## src/rtl/pattern_merge_bist_pkg.sv

```systemverilog
// Shared types and constants for the pattern-merge self-test controller:
// FSM state encoding, default widths/polynomials and the Galois LFSR step.
package pattern_merge_bist_pkg;

  localparam int          SIG_W_DEF     = 16;
  localparam logic [15:0] LFSR_SEED_DEF = 16'h0001;
  localparam logic [15:0] LFSR_POLY_DEF = 16'hB400;
  localparam logic [15:0] MISR_POLY_DEF = 16'hB400;

  // Wide enough for any SIG_W up to 32; a right shift never pulls upper
  // zero-extension bits down, so truncating the result back is exact.
  localparam int GALOIS_W = 32;

  typedef enum logic [1:0] {
    IDLE,
    RUN,
    FLUSH,
    REPORT
  } state_t;

  function automatic logic [GALOIS_W-1:0] galois_step(input logic [GALOIS_W-1:0] val,
                                                      input logic [GALOIS_W-1:0] poly);
    return (val >> 1) ^ (val[0] ? poly : '0);
  endfunction

endpackage

```

## src/rtl/pattern_misr.sv

```systemverilog
// Multiple-input signature register: shift-left Galois compactor with a
// synchronous clear that takes priority over the capture enable.
module pattern_misr
  import pattern_merge_bist_pkg::*;
#(
  parameter int               SIG_W = SIG_W_DEF,
  parameter logic [SIG_W-1:0] POLY  = MISR_POLY_DEF
) (
  input  logic             clk,
  input  logic             rst_n,
  input  logic             clr,
  input  logic             en,
  input  logic [SIG_W-1:0] data,
  output logic [SIG_W-1:0] sig
);

  // NOTE: sequential state is updated with non-blocking assignments only, so
  // every register samples values from before the clock edge.
  always_ff @(posedge clk) begin
    if (!rst_n || clr) begin
      sig <= '0;
    end else if (en) begin
      sig <= {sig[SIG_W-2:0], 1'b0} ^ (sig[SIG_W-1] ? POLY : '0) ^ data;
    end
  end

endmodule

```

## src/rtl/pattern_merge_bist_ctrl.sv

```systemverilog
// Self-test driver/collector: LFSR stimulus into a generated netlist, MISR
// compaction of its outputs after a fixed latency, signature via valid/ready.
module pattern_merge_bist_ctrl
  import pattern_merge_bist_pkg::*;
#(
  parameter int               IN_W      = 11,
  parameter int               OUT_W     = 10,
  parameter int               SIG_W     = SIG_W_DEF,
  parameter int               CNT_W     = 16,
  parameter int               LAT       = 2,
  parameter logic [SIG_W-1:0] LFSR_SEED = LFSR_SEED_DEF,
  parameter logic [SIG_W-1:0] LFSR_POLY = LFSR_POLY_DEF,
  parameter logic [SIG_W-1:0] MISR_POLY = MISR_POLY_DEF
) (
  input  logic             blif_clk_net,
  input  logic             blif_reset_net,
  input  logic             start,
  input  logic [CNT_W-1:0] pattern_count,
  output logic [IN_W-1:0]  dut_in,
  input  logic [OUT_W-1:0] dut_out,
  output logic             busy,
  output logic [SIG_W-1:0] sig_data,
  output logic             sig_valid,
  input  logic             sig_ready,
  output logic             done
);

  // With no netlist latency the drain phase is skipped entirely.
  localparam state_t     AFTER_DRIVE = (LAT == 0) ? REPORT : FLUSH;
  localparam logic [2:0] FLUSH_LAST  = (LAT == 0) ? 3'd0 : 3'(LAT - 1);

  state_t           state;
  state_t           state_nxt;
  logic [SIG_W-1:0] lfsr;
  logic [CNT_W-1:0] cnt;
  logic [2:0]       flush_cnt;
  logic             drive_vld;
  logic             cap_vld;
  logic             run_start;
  logic [SIG_W-1:0] misr_sig;

  assign run_start = (state == IDLE) && start;

  always_ff @(posedge blif_clk_net) begin
    if (!blif_reset_net) begin
      state <= IDLE;
    end else begin
      state <= state_nxt;
    end
  end

  // NOTE: the next-state value is defaulted before the case so that no path
  // leaves it unassigned, which would otherwise infer a latch.
  always_comb begin
    state_nxt = state;
    case (state)
      IDLE:    if (start) state_nxt = (pattern_count != '0) ? RUN : AFTER_DRIVE;
      RUN:     if (cnt == CNT_W'(1)) state_nxt = AFTER_DRIVE;
      FLUSH:   if (flush_cnt == FLUSH_LAST) state_nxt = REPORT;
      REPORT:  if (sig_ready) state_nxt = IDLE;
      default: state_nxt = IDLE;
    endcase
  end

  always_comb begin
    dut_in    = '0;
    busy      = 1'b0;
    sig_valid = 1'b0;
    sig_data  = '0;
    done      = 1'b0;
    drive_vld = 1'b0;
    case (state)
      RUN: begin
        drive_vld = 1'b1;
        dut_in    = lfsr[IN_W-1:0];
        busy      = 1'b1;
      end
      FLUSH: busy = 1'b1;
      REPORT: begin
        busy      = 1'b1;
        sig_valid = 1'b1;
        sig_data  = misr_sig;
        done      = sig_ready;
      end
      default: ;
    endcase
  end

  // The counter holds vectors still to drive, so it never needs to wrap.
  always_ff @(posedge blif_clk_net) begin
    if (!blif_reset_net) begin
      lfsr      <= LFSR_SEED;
      cnt       <= '0;
      flush_cnt <= '0;
    end else begin
      if (run_start) begin
        lfsr <= LFSR_SEED;
        cnt  <= pattern_count;
      end else if (state == RUN) begin
        lfsr <= SIG_W'(galois_step(GALOIS_W'(lfsr), GALOIS_W'(LFSR_POLY)));
        cnt  <= cnt - CNT_W'(1);
      end
      flush_cnt <= (state == FLUSH) ? flush_cnt + 3'd1 : 3'd0;
    end
  end

  // Drive-valid delayed by the netlist latency marks which cycles to capture.
  if (LAT == 0) begin : g_no_pipe
    assign cap_vld = drive_vld;
  end else begin : g_pipe
    logic [LAT-1:0] vld_pipe;
    always_ff @(posedge blif_clk_net) begin
      if (!blif_reset_net) begin
        vld_pipe <= '0;
      end else begin
        vld_pipe <= (vld_pipe << 1) | LAT'(drive_vld);
      end
    end
    assign cap_vld = vld_pipe[LAT-1];
  end

  pattern_misr #(
    .SIG_W (SIG_W),
    .POLY  (MISR_POLY)
  ) u_misr (
    .clk   (blif_clk_net),
    .rst_n (blif_reset_net),
    .clr   (run_start),
    .en    (cap_vld),
    .data  (SIG_W'(dut_out)),
    .sig   (misr_sig)
  );

endmodule

```

## config.mk

```make
export PLATFORM = sky130hd
export DESIGN_NAME = pattern_merge_bist_ctrl
export DESIGN_NICKNAME = d
export VERILOG_FILES = /design/src/rtl/pattern_merge_bist_pkg.sv /design/src/rtl/pattern_misr.sv /design/src/rtl/pattern_merge_bist_ctrl.sv
export SDC_FILE = /design/constraint.sdc
export NUM_CORES = 1
export LEC_CHECK = 0
export CAP_MARGIN = 25
export CORE_MARGIN = 1.5
export CORE_UTILIZATION = 54
export DETAILED_ROUTE_END_ITERATION = 10
export GPL_ROUTABILITY_DRIVEN = 0
export GPL_TIMING_DRIVEN = 0
export PLACE_DENSITY = 0.85
export SLEW_MARGIN = 10
export SYNTH_ARGS = -nofsm -noshare
export SYNTH_HDL_FRONTEND = slang
export SYNTH_SLANG_ARGS = --single-unit
```

## constraint.sdc

```tcl
create_clock -name blif_clk_net -period 5.6 [get_ports blif_clk_net]
set_input_delay 1.12 -clock blif_clk_net [delete_from_list [all_inputs] [get_ports blif_clk_net]]
set_output_delay 1.12 -clock blif_clk_net [all_outputs]
set_load 0.03 [all_outputs]
```

# ---- Word level (Yosys, flattened, before mapping)
# Index checks and enable logic that the tools add are counted.
dict set report totals {
  ff_bits 55
  latch_bits 0
  ramBits 0
  romBits 0
  out_inout_bits 30
  mem_count 0
}
dict set report classes {
  n_addsub 2
  mul 0
  div 0
  order_cmp 0
  eq_ne 9
  n_shift 0
  muxes 16
  bitwise 5
  reduce_logical 10
}
# operator n
set op_table {}
lappend op_table {{$mux W16} 5}
lappend op_table {{$eq A16 B1 Y1 const B} 1}
lappend op_table {{$reduce_bool A16 Y1} 1}
lappend op_table {{$sub A16 B1 Y16 const B} 1}
lappend op_table {{$xor A15 B16 Y16} 1}
lappend op_table {{$xor A16 B10 Y16} 1}
lappend op_table {{$xor A16 B16 Y16} 1}
lappend op_table {{$mux W11} 1}
lappend op_table {{$mux W2} 5}
lappend op_table {{$ne A2 B2 Y1 const B} 4}
lappend op_table {{$pmux W2 S4} 1}
lappend op_table {{$eq A2 B2 Y1 const B} 2}
lappend op_table {{$mux W1} 4}
lappend op_table {{$reduce_and A4 Y1} 1}
lappend op_table {{$add A3 B1 Y3 const B} 1}
lappend op_table {{$eq A3 B1 Y1 const B} 1}
lappend op_table {{$reduce_or A3 Y1} 1}
lappend op_table {{$eq A2 B1 Y1 const B} 1}
lappend op_table {{$logic_not A2 Y1} 1}
lappend op_table {{$or A2 B1 Y2} 1}
lappend op_table {{$reduce_and A2 Y1} 1}
lappend op_table {{$reduce_bool A2 Y1} 1}
lappend op_table {{$reduce_or A2 Y1} 1}
lappend op_table {{$logic_and A1 B1 Y1} 1}
lappend op_table {{3 further kinds} 3}

# ---- Depth between registers and ports, before layout
dict set report logic_depth {
  word_depth 4
  depth_mapped 7
}

# ---- Hierarchy
# Synthesis repeated with hierarchy kept, for this count alone.
dict set report hier_totals {
  cells_unflattened 310
  area_unflattened_um2 2835.2
}
# module instances cells_each area_per_inst_um2
set modules_own_cells {}
lappend modules_own_cells {pattern_merge_bist_ctrl 1 234 2011.9}
lappend modules_own_cells {pattern_misr 1 76 823.3}

# ---- Worst setup path before layout
# Ideal clock, no wire load.
dict set report synth_timing {
  kind {in2out}
  startpoint {input port sig_ready}
  endpoint {output port done}
  arrival_time_ps 1401
  required_time_ps 4480
  slack_ps 3079
  stages 1
  cell_sequence {and2_1}
}
dict set report synth_between {
  elab_chain_cells 1
}
# element line_no
set synth_rtl {}
lappend synth_rtl {{from (decl)} pattern_merge_bist_ctrl.sv:24} ;# input logic sig_ready,
lappend synth_rtl {{$mux W1} pattern_merge_bist_ctrl.sv:72} ;# case (state)
lappend synth_rtl {{to (decl)} pattern_merge_bist_ctrl.sv:25} ;# output logic done
# No other way between the ends.

# ---- Final worst setup path
dict set report layout_timing {
  startpoint {register state[1]}
  endpoint {output port dut_in[2]}
}
dict set report layout_between {
  elab_chain_cells 2
}
# element line_no
set layout_rtl {}
lappend layout_rtl {{from (decl)} pattern_merge_bist_ctrl.sv:32} ;# state_t state;
lappend layout_rtl {{from (signal assigned)} pattern_merge_bist_ctrl.sv:48} ;# state <= state_nxt;
lappend layout_rtl {{$eq A2 B1 Y1} pattern_merge_bist_ctrl.sv:72}
lappend layout_rtl {{$mux W11} pattern_merge_bist_ctrl.sv:72}
lappend layout_rtl {{to (decl)} pattern_merge_bist_ctrl.sv:19} ;# output logic [IN_W-1:0] dut_in,
# No other way between the ends.

==> results.tsv <==
metric	value	unit
syn_inst	307	
start_util	56.34	%
finalClockSkew	0.006756	ns
worst_ep_required_time	4.48	ns
ys_seq_elements	55	
yosysWarnings	0	
synth_top_family_by_area	simple AND/OR/NAND/NOR gates	
ant_nets	0	
peakVddDrop	0.2254	mV
cts_made_buffers	5	
async_flop_share	0	%
drive_gt1_share	3.743	%
dr.pass1.iters	4	
setup_viol	0	
cts_tree	done	
crit_chain	inv_1 -> ha_1 -> buf_2 -> clkbuf_1 -> and2_1 -> clkdlybuf4s50_1	
hold_class	reg -> reg	
syn_nets	346	
crit_type	reg -> out	
fmax	285.4	MHz
io_buffers	59	
ys_seq_area_share	41.37	%
dr_total_vias	2392	
synth-compound-area-share	15.28	%
grt_usage	24.17	%
drc	0	
hpwl	4.437	mm
avgSynthCellArea	8.669	sq um
cts_setup_buffers	0	
powerDensity	375.0	nW/um^2
synth_cell_types	41	
rsz0062_at_grt	no	
worst_pin_slew	0.6654	ns
fin_nets	412	
antenna_found_initial	0	
postCtsHoldBufs	0	
die_y	73.20	um
antenna_cells	0	
holdPathStages	1	
startpoint_type	flip-flop	
grt_overflow	0	
yosys.area_share.adder	4.231	%
rows	25	
first_iter_violations	176	
ctsRootBufferMaster	clkbuf_8	
io_pins	60	
final_cell_mix	59 x clkdlybuf4s50_1, 55 x dfxtp_1, 47 x nor2_1	
critPathCaptureType	output port	
grt_max_degree	18	
first_global_vias	2134	
status	complete, no violations	
reg2regPathDepth	7	
syn_to_final_growth	28.68	%
ctsLongestPathBuffers	2	
fp.dieW	73.20	um
slew_headroom	54.49	%
critPathMaxFanout	10	
synth_area	2661	sq um
core	4723	sq um
maxCapViolCount	0	
synth_ff_type	dfxtp_1	
clk_pin_slew	0.10	ns
post-route-min-period	3.504	ns
insertion_delay	0.32	ns
fill_cells	386	
maxSlewViolCount	0	
cpPeakStageDelay	0.68	ns
cts.sinks	55	
htreeDepth	2	
layout_commonest_cell	clkdlybuf4s50_1	
fin_setup_tns	0	ns
wl_per_cell	13.94	um
synth-simple-area-share	24.07	%
critPathArrivalTime	2.38	ns
dieArea	5358	sq um
finalCritPeriodShare	62.56	%
slowest_stage	clkdlybuf4s50_1	
synthMuxAreaShare	2.257	%
grt_first_pass_wirelength	9.984	mm
leakage	1.173	nW
synth_edf_count	0	
viasPerCell	5.424	
synth-xor-area-share	8.886	%
post_cts_resized	0	
hold_viol	0	
wirelength	6.146	mm
whs	0.4482	ns
per-layer routing:
layer	global-route usage, %	vias to the layer above	wire length [um]
li1	-	1204	-
met1	33.07	1097	2935
met2	37.37	80	2675
met3	5.387	11	429
met4	8.595	0	106
met5	0	-	0
cell type report:
| type | instances | area [sq um] | share of cell area [%] |
|---|---|---|---|
| flip-flops and latches | 55 | 1101 | 32.15 |
| clock buffers | 6 | 72.57 | 2.119 |
| inverters | 9 | 33.78 | 0.9865 |
| well taps | 67 | 83.83 | 2.448 |
| multi-input cells | 225 | 1456 | 42.53 |
| plain buffers | 18 | 70.07 | 2.046 |
| clock inverters | 2 | 16.27 | 0.4750 |
| repair buffers | 59 | 590.6 | 17.25 |
path summary, 6_finish.rpt:
path / startpoint / end / slack, ns
worst min register to register: g_pipe.vld_pipe[0] / g_pipe.vld_pipe[1] / 0.45
worst max-delay path: state[1] / dut_in[2] / 2.10
worst max register to register: state[1] / cnt[15] / 3.26
worst min-delay path: g_pipe.vld_pipe[0] / g_pipe.vld_pipe[1] / 0.45
state kept, by name, indices dropped and copies added, names as in the netlist:
| signal | cells |
|---|---|
| cnt | 16 |
| flush_cnt | 3 |
| g_pipe.vld_pipe | 2 |
| lfsr | 16 |
| state | 2 |
| u_misr.sig | 16 |
cell families (layout without fill, tap and decap cells):
family	count (synthesis)	in the layout
AND/OR/NAND/NOR	121	121
buffers and inverters	27	94
adder cells (fa/ha/maj)	9	9
flip-flops	55	55
multiplexers	6	6
XOR/XNOR	27	27
AO/OA/AOI/OAI	62	62
where the power goes:
group / internal, mW / total, mW / switching (mW)
Clock: 0.0902 / 0.226 / 0.136
Sequential: 0.457 / 0.525 / 0.0689
Combinational: 0.223 / 0.533 / 0.309
metrics by stage:
stage          total power [mW]  instances  util [%]  setup slack (ns)  area (sq um)
6_report                  1.284        441     72.50             2.096          3425
5_1_grt                   1.372        441     72.50             1.982          3425
4_1_cts                   1.283        441     72.50             2.094          3425
3_5_place_dp              1.057        433     70.62             2.094          3336
3_3_place_gp              1.040        433     70.62             2.091          3336
2_1_floorplan            0.9058        307         -             3.079          2661
synthesized netlist by cell type (2+ instances only):
cell      number  share of area, %
nor4_1         5               1.2
nand3_1        2              0.38
o21ai_0       10               1.9
xnor2_1       20               6.6
nor2b_1        2              0.47
nor2_1        47               6.6
dfxtp_1       55                41
a211oi_1      23               6.5
a31oi_1        2              0.47
a21oi_1       16               3.0
mux2i_1        6               2.3
clkbuf_1      13               1.8
buf_1          3              0.42
o31ai_1        2              0.56
or4_1          2              0.56
and2_1        30               7.1
nor3_1         6               1.1
or3_1          4              0.94
nand4b_1       2              0.66
inv_1          9               1.3
nand3b_1       2              0.56
nand2_1       12               1.7
a311oi_1       2              0.66
xor2_1         7               2.3
ha_1           9               4.2
critical path: cells and delay by family (launching register included):
kind,cells,cell delay (ns)
adders and majority gates,1,0.14
buffers and inverters,4,1.35
DFF,1,0.35
and+or+nand+nor,1,0.23
Note: power is estimated with default switching activity, not from simulation.
